$ cat config.mk
export PLATFORM = sky130hd
export DESIGN_NAME = lpc_host_master
export DESIGN_NICKNAME = d
export VERILOG_FILES = /design/src/rtl/lpc_host_master.sv
export SDC_FILE = /design/constraint.sdc
export NUM_CORES = 1
export LEC_CHECK = 0
export CORE_MARGIN = 5
export CORE_UTILIZATION = 30
export CTS_BUF_LIST = sky130_fd_sc_hd__clkbuf_4 sky130_fd_sc_hd__clkbuf_8
export CTS_CLUSTER_DIAMETER = 60
export DETAILED_ROUTE_END_ITERATION = 10
export GPL_TIMING_DRIVEN = 1
export MAX_ROUTING_LAYER = met4
export SLEW_MARGIN = 20
export SYNTH_ARGS = -nofsm -noshare
export SYNTH_HDL_FRONTEND = slang
export SYNTH_SLANG_ARGS = --single-unit
export TNS_END_PERCENT = 100
$ cat constraint.sdc
create_clock -name clk -period 2.4 [get_ports clk]
set_input_delay 0.36 -clock clk [delete_from_list [all_inputs] [get_ports clk]]
set_output_delay 0.36 -clock clk [all_outputs]
set_load 0.005 [all_outputs]
$ cat src/rtl/lpc_host_master.sv
// LPC host cycle engine: single-byte I/O read/write on the 4-bit LAD bus,
// one request in through valid/ready, one-clk response strobe out.
module lpc_host_master #(
  parameter int CLK_DIV      = 1,
  parameter int SYNC_TIMEOUT = 16
) (
  input  logic        clk,
  input  logic        rst,
  input  logic        req_valid,
  output logic        req_ready,
  input  logic        req_write,
  input  logic [15:0] req_addr,
  input  logic [7:0]  req_wdata,
  output logic        rsp_valid,
  output logic [7:0]  rsp_rdata,
  output logic        rsp_err,
  output logic [3:0]  lad_out,
  output logic        lad_oe,
  input  logic [3:0]  lad_in,
  output logic        lframe_n,
  output logic [4:0]  dbg_state_o
);

  // Handshake: a request transfers on any clk where req_valid && req_ready;
  // req_* are don't-care otherwise. req_ready is high in IDLE and during the
  // one-clk response states, so a new cycle can start right behind a response.

  typedef enum logic [4:0] {
    S_IDLE, S_START, S_CTDIR, S_ADDR0, S_ADDR1, S_ADDR2, S_ADDR3,
    S_WDATA0, S_WDATA1, S_HTAR0, S_HTAR1, S_SYNC, S_RDATA0, S_RDATA1,
    S_PTAR0, S_PTAR1, S_DONE, S_ABORT, S_ERESP
  } state_t;

  localparam logic [7:0] DIV_LAST = 8'(CLK_DIV - 1);
  localparam logic [7:0] TIMEOUT  = 8'(SYNC_TIMEOUT);

  state_t      state_q, state_d;
  logic [7:0]  div_q;
  logic [7:0]  cnt_q, cnt_d;
  logic        wr_q;
  logic [15:0] addr_q;
  logic [7:0]  wdata_q;
  logic [7:0]  rdata_q, rdata_d;
  logic        tick;
  logic        accept;

  assign tick        = (div_q == DIV_LAST);
  assign req_ready   = (state_q == S_IDLE) || (state_q == S_DONE) || (state_q == S_ERESP);
  assign accept      = req_valid && req_ready;
  assign dbg_state_o = state_q;

  always_comb begin
    state_d   = state_q;
    cnt_d     = cnt_q;
    rdata_d   = rdata_q;
    lad_out   = 4'hF;
    lad_oe    = 1'b0;
    lframe_n  = 1'b1;
    rsp_valid = 1'b0;
    rsp_err   = 1'b0;
    rsp_rdata = 8'h00;
    case (state_q)
      S_IDLE: begin
        if (accept) state_d = S_START;
      end
      S_START: begin
        lad_oe   = 1'b1;
        lad_out  = 4'b0101;
        lframe_n = 1'b0;
        if (tick) state_d = S_CTDIR;
      end
      S_CTDIR: begin
        lad_oe  = 1'b1;
        lad_out = wr_q ? 4'b0010 : 4'b0000;
        if (tick) state_d = S_ADDR0;
      end
      S_ADDR0: begin
        lad_oe  = 1'b1;
        lad_out = addr_q[15:12];
        if (tick) state_d = S_ADDR1;
      end
      S_ADDR1: begin
        lad_oe  = 1'b1;
        lad_out = addr_q[11:8];
        if (tick) state_d = S_ADDR2;
      end
      S_ADDR2: begin
        lad_oe  = 1'b1;
        lad_out = addr_q[7:4];
        if (tick) state_d = S_ADDR3;
      end
      S_ADDR3: begin
        lad_oe  = 1'b1;
        lad_out = addr_q[3:0];
        if (tick) state_d = wr_q ? S_WDATA0 : S_HTAR0;
      end
      S_WDATA0: begin
        lad_oe  = 1'b1;
        lad_out = wdata_q[3:0];
        if (tick) state_d = S_WDATA1;
      end
      S_WDATA1: begin
        lad_oe  = 1'b1;
        lad_out = wdata_q[7:4];
        if (tick) state_d = S_HTAR0;
      end
      S_HTAR0: begin
        lad_oe  = 1'b1;
        lad_out = 4'hF;
        if (tick) state_d = S_HTAR1;
      end
      S_HTAR1: begin
        if (tick) begin
          state_d = S_SYNC;
          cnt_d   = 8'd1;
        end
      end
      S_SYNC: begin
        // A ready nibble wins even on the tick the wait budget runs out.
        if (tick) begin
          if (lad_in == 4'b0000) begin
            state_d = wr_q ? S_PTAR0 : S_RDATA0;
          end else if (cnt_q >= TIMEOUT) begin
            state_d = S_ABORT;
            cnt_d   = 8'd0;
          end else if (lad_in == 4'b0101 || lad_in == 4'b0110) begin
            cnt_d = cnt_q + 8'd1;
          end else begin
            state_d = S_ABORT;
            cnt_d   = 8'd0;
          end
        end
      end
      S_RDATA0: begin
        if (tick) begin
          rdata_d[3:0] = lad_in;
          state_d      = S_RDATA1;
        end
      end
      S_RDATA1: begin
        if (tick) begin
          rdata_d[7:4] = lad_in;
          state_d      = S_PTAR0;
        end
      end
      S_PTAR0: begin
        if (tick) state_d = S_PTAR1;
      end
      S_PTAR1: begin
        if (tick) state_d = S_DONE;
      end
      S_DONE: begin
        rsp_valid = 1'b1;
        rsp_rdata = rdata_q;
        state_d   = accept ? S_START : S_IDLE;
      end
      S_ABORT: begin
        lad_oe   = 1'b1;
        lad_out  = 4'hF;
        lframe_n = 1'b0;
        if (tick) begin
          if (cnt_q == 8'd3) state_d = S_ERESP;
          else               cnt_d   = cnt_q + 8'd1;
        end
      end
      S_ERESP: begin
        rsp_valid = 1'b1;
        rsp_err   = 1'b1;
        state_d   = accept ? S_START : S_IDLE;
      end
      default: state_d = S_IDLE;
    endcase
  end

  // The divider restarts on accept so START always spans a full tick.
  always_ff @(posedge clk) begin
    if (rst) begin
      state_q <= S_IDLE;
      div_q   <= 8'd0;
      cnt_q   <= 8'd0;
      wr_q    <= 1'b0;
      addr_q  <= 16'h0000;
      wdata_q <= 8'h00;
      rdata_q <= 8'h00;
    end else begin
      state_q <= state_d;
      cnt_q   <= cnt_d;
      div_q   <= (accept || tick) ? 8'd0 : div_q + 8'd1;
      if (accept) begin
        wr_q    <= req_write;
        addr_q  <= req_addr;
        wdata_q <= req_wdata;
        rdata_q <= 8'h00;
      end else begin
        rdata_q <= rdata_d;
      end
    end
  end

endmodule

======== After elaboration in Yosys (flattened, before gate mapping) ========
Index checks and enable logic that the tools add are counted.
operators by class
  add/sub/neg operators ................... 2
  order comparisons ....................... 1
  equality and inequality tests ........... 42
  mux-type cells .......................... 40
  reductions and logical operators ........ 18
operators with widths
  cell                                                                count
  two-way mux 5 bit                                                   21
  case mux 5 bit (18 select lines)                                    1
  two-way mux 8 bit                                                   8
  equality test 5 x 4 -> 1 bit (second input constant)                8
  inequality test 2 bit (second input constant)                       20
  case mux 4 bit (8 select lines)                                     1
  case mux 8 bit (3 select lines)                                     1
  equality test 5 x 3 -> 1 bit (second input constant)                4
  AND reduction 19 bit                                                1
  adder 8 x 1 -> 8 bit (second input constant)                        2
  equality test 5 bit (second input constant)                         3
  equality test 5 x 2 -> 1 bit (second input constant)                2
  OR reduction 10 bit                                                 1
  equality test 4 x 3 -> 1 bit (second input constant)                2
  equality test 8 x 2 -> 1 bit (second input constant)                1
  greater-or-equal comparator 8 x 5 -> 1 bit (second input constant)  1
  zero test 8 bit                                                     1
  OR reduction 2 bit                                                  4
  AND reduction 6 bit                                                 1
  equality test 5 x 1 -> 1 bit (second input constant)                1
  zero test 5 bit                                                     1
  two-way mux 1 bit                                                   5
  zero test 4 bit                                                     1
  logical OR 1 bit                                                    4
  6 further kinds                                                     8
storage, ports and cells
  flip-flop bits (word level) ............. 54
  input port bits ......................... 32
  output and inout port bits .............. 22

======== Logic depth before layout (Yosys ltp) ========
  word-level depth ........................ 7
  depth in mapped cells ................... 8
  mapped depth without buffers ............ 7

======== Worst setup path before layout ========
Ideal clock, no wire load.
  path kind ............................... reg-to-reg
  from .................................... register div_q[0]
  to ...................................... register rdata_q[0]
  library setup time ...................... 0.128 ns
  data arrival time ....................... 2.181 ns
  slack ................................... 0.091 ns
  cell stages (with the launch flop) ...... 9
  buffers on the path ..................... 1
  period minus slack after synthesis ...... 2.309 ns
  path through ............................ dfxtp_1 > inv_1 > ha_1 > or4b_4 > or4_4 > or4_1 > buf_2 > mux2i_1 > nor2_1
on the way
  longest elaborated chain between the ends .. 2
ends and longest elaborated chain
  what                           line  source
  start: declaration             38    logic [7:0] div_q;
  start signal: assignment       188   div_q <= (accept || tick) ? 8'd0 : div_q + 8'd1;
  zero test 8 bit                47    assign tick = (div_q == DIV_LAST);
  AND reduction 2 bit (no line)  --
  end signal: assignment         195   rdata_q <= rdata_d;
  end: declaration               43    logic [7:0] rdata_q, rdata_d;
Every way passes these cells.
A chain may end at the register's enable or synchronous reset.

======== Final worst setup path ========
  from .................................... register state_q[0], in the netlist dbg_state_o[0]
  to ...................................... output port rsp_err
on the way
  longest elaborated chain between the ends .. 2
ends and longest elaborated chain
  what                      line  source
  start: declaration        37    state_t state_q, state_d;
  start signal: assignment  186   state_q <= state_d;
  equality test 5 bit       62    case (state_q)
  two-way mux 1 bit         62
  end: declaration          16    output logic rsp_err,
Every way passes these cells.

==> impl_metrics.json <==
{
  "std_cell_rows": 35,
  "cp.required_ns": 2.04,
  "status": "finished clean",
  "setup_viol": 0,
  "grt_pass1_vias": 2668,
  "yosys.area.top_type": "dfxtp_1",
  "ys_async_sr_fraction_pct": 0,
  "yosysSeqAreaShare_pct": 39.3,
  "grt_pass1_wl_mm": 12.7,
  "area_delta_synth_final_pct": 39.2,
  "cts_root_buffer": "clkbuf_8",
  "dieArea_um2": 11200,
  "hold_viol": 0,
  "synth_nets": 392,
  "postLayoutCellArea_um2": 3830,
  "p_int_mw": 2.17,
  "syn_inst": 356,
  "dr.first_iter.drc_count": 103,
  "pwr-share-clk_pct": 17.3,
  "path_cells": "buf_4 -> buf_4 -> nand2b_2 -> nor3_2 -> clkdlybuf4s50_1",
  "io_pins": 54,
  "p_per_area_nw_per_um2": 918,
  "grtUsageTotal_pct": 14.3,
  "fmax_ghz": 0.429,
  "cts_hold_buf": 0,
  "gp_congestion": 0.862,
  "synth_edf_count": 0,
  "netlist_top_cells_area": "dfxtp_1 39%, nand2_1 8.3%, a21oi_1 6.7%",
  "routed_via_density": 5.03,
  "n_antenna_cell": 0,
  "totalWireLength_mm": 7.87,
  "maxCapViolCount": 0,
  "drcViolationCount": 0,
  "synth_top_area_share_pct": 39.3,
  "start_util_pct": 30.2,
  "finClkSkew_ns": 0.00792,
  "pwr-share-comb_pct": 50.4,
  "period_share_pct": 97.0,
  "antenna_found_initial": 0,
  "drt_first_pass_iters": 4,
  "wire_per_inst_um": 14.5,
  "p_leak_nw": 1.50,
  "portBuffers": 53,
  "synth_seq_cells": 54,
  "fin_cells": 543,
  "drive_above_1_share_pct": 16.4,
  "dr_total_vias": 2733,
  "period_minus_slack_ns": 2.33,
  "max-slew-margin-rel_pct": 62.7,
  "path_delay_family": "buffers and inverters",
  "netlist-cell-type-count": 45,
  "crit_buf_inv": 3,
  "post_dp_cell_area_um2": 3560,
  "critPathSlowestCell": "clkdlybuf4s50_1",
  "htree_num_levels": 2,
  "synthMostInstantiatedCell": "nand2_1",
  "p_sw_share_pct": 38.3,
  "synthTopCellsByCount": "61 x nand2_1, 54 x dfxtp_1, 37 x a21oi_1, 30 x nor2_1, 18 x clkbuf_1",
  "path_max_fanout": 10,
  "cts.sinks": 54,
  "fp.dieW_um": 106,
  "cts.reportedPaths.clkPinSlew_ns": 0.10,
  "power_mw": 3.52,
  "grt_start_max_net_pins": 26,
  "vdd_ir_drop_max_mv": 0.528,
  "cts_tree": "built",
  "path_class": "reg2out",
  "ys_warn_count": 0,
  "finalMaxSlewViolations": 0,
  "fillerInstances": 952,
  "cp.arrival_ns": 1.97,
  "power.switching_mw": 1.35,
  "die_height_um": 106,
  "cts-buffers-inserted": 5,
  "tightest_slew_ns": 0.559,
  "p_seq_share_pct": 32.2,
  "clkLatencyLatePin_ns": 0.31,
  "synth_ff_type": "dfxtp_1",
  "rsz0062_at_grt": "true",
  "holdWs_ns": 0.460,
  "end_kind": "primary output",
  "ant_nets": 0,
  "slowest_delay_ns": 0.54,
  "avgSynthCellArea_um2": 7.73,
  "synth_area_um2": 2750,
  "core_area_um2": 9110,
  "critPathMostFrequentCell": "buf_4",
  "setup.worst_path.start_class": "register",
  "nets": 467,
  "overflow": 0,
  "dp.cells": 527,
  "clock_path_buffers": 2,
  "hold_path_class": "reg2reg",
  "hpwlAfterDp_mm": 5.86
}
==> worst register-to-register path, stage by stage (launching register included) <==
cell     delay (ns)
dfxtp_1        0.32
inv_1          0.05
ha_1           0.13
or4b_4         0.46
or4_4          0.47
or4_4          0.56
mux2i_1        0.18
nor2_1         0.05
==> per-stage QoR <==
stage	TNS [ns]	setup WS, ns	util (%)
2_1_floorplan	0	0.0914	-
3_3_place_gp	0	0.0610	39.1
3_5_place_dp	-0.0397	-0.0170	39.1
4_1_cts	-0.00551	-0.00551	41.5
5_1_grt	-0.0416	-0.0203	42.1
6_report	0	0.0717	42.1
==> power groups by stage <==
stage / registers [mW] / clock network [mW] / logic [mW]
detailed placement: 1.15 / 0 / 1.61
global placement: 1.15 / 0 / 1.61
global route: 1.15 / 0.677 / 1.93
floorplan: 1.14 / 0 / 0.850
finish: 1.13 / 0.609 / 1.77
CTS: 1.14 / 0.627 / 1.71
==> kinds of logic after synthesis <==
logic type	after synthesis	share of synthesized area (%)
AND/OR/NAND/NOR	175	31.7
AO/OA/AOI/OAI	75	16.5
flip-flops	54	39.3
buffers and inverters	28	3.91
XOR/XNOR	10	3.18
multiplexers	10	3.64
adder cells (fa/ha/maj)	4	1.82
==> path summary, 6_finish.rpt <==
kind	start	cells past startpoint	slack, ns	endpoint
hold reg to reg	addr_q[14]	2	0.46	addr_q[14]
setup / recovery	dbg_state_o[0]	5	0.07	rsp_err
setup reg to reg	div_q[0]	7	0.08	rdata_q[6]
hold / removal	addr_q[14]	2	0.46	addr_q[14]
==> cell usage in the layout (no fill, tap or decap), types with 4 or more instances in the layout <==
cell type        netlist  layout
a21oi_1               37      37
a22oi_1                8       8
and2_1                10      10
and3_1                10      10
buf_4                  0      32
clkbuf_8               0       5
clkdlybuf4s50_1        0      39
dfxtp_1               54      51
dlygate4sd2_1          0      12
ha_1                   4       4
inv_1                  8       8
mux2i_1               10      10
nand2_1               61      60
nand2b_1               7       5
nand3_1               13      13
nand4_1                5       5
nor2_1                30      27
nor3_1                13       8
nor3_2                 0       5
o21ai_0               11      10
xor2_1                 7       7
==> area by class of cell <==
type | instances | area (µm²) | area share (%)
inverters | 8 | 30.0 | 0.784
well taps | 111 | 139 | 3.63
clock buffers | 5 | 68.8 | 1.80
multi-input cells | 274 | 1660 | 43.4
clock inverters | 3 | 40.0 | 1.05
flip-flops and latches | 54 | 1090 | 28.4
repair buffers | 88 | 801 | 20.9
==> per-layer routing <==
layer	share of wire (%)	track usage [%]	wire length, µm
met5	0	-	0
met4	0.51	3.89	40
met3	4.0	2.69	312
met2	49	23.4	3890
met1	46	18.1	3620
==> sequential cells by signal, summed over array words and instances (netlist names) <==
name / count
dbg_state_o: 5
cnt_q: 8
div_q: 8
wr_q: 1
rdata_q: 8
wdata_q: 8
addr_q: 16
==> timing repair <==
item	in CTS	in global routing
pin swaps	3	3
gates resized for setup	40	6
setup endpoints to repair	22	5
buffers inserted	5	3
(Power assumes the default switching activity.)
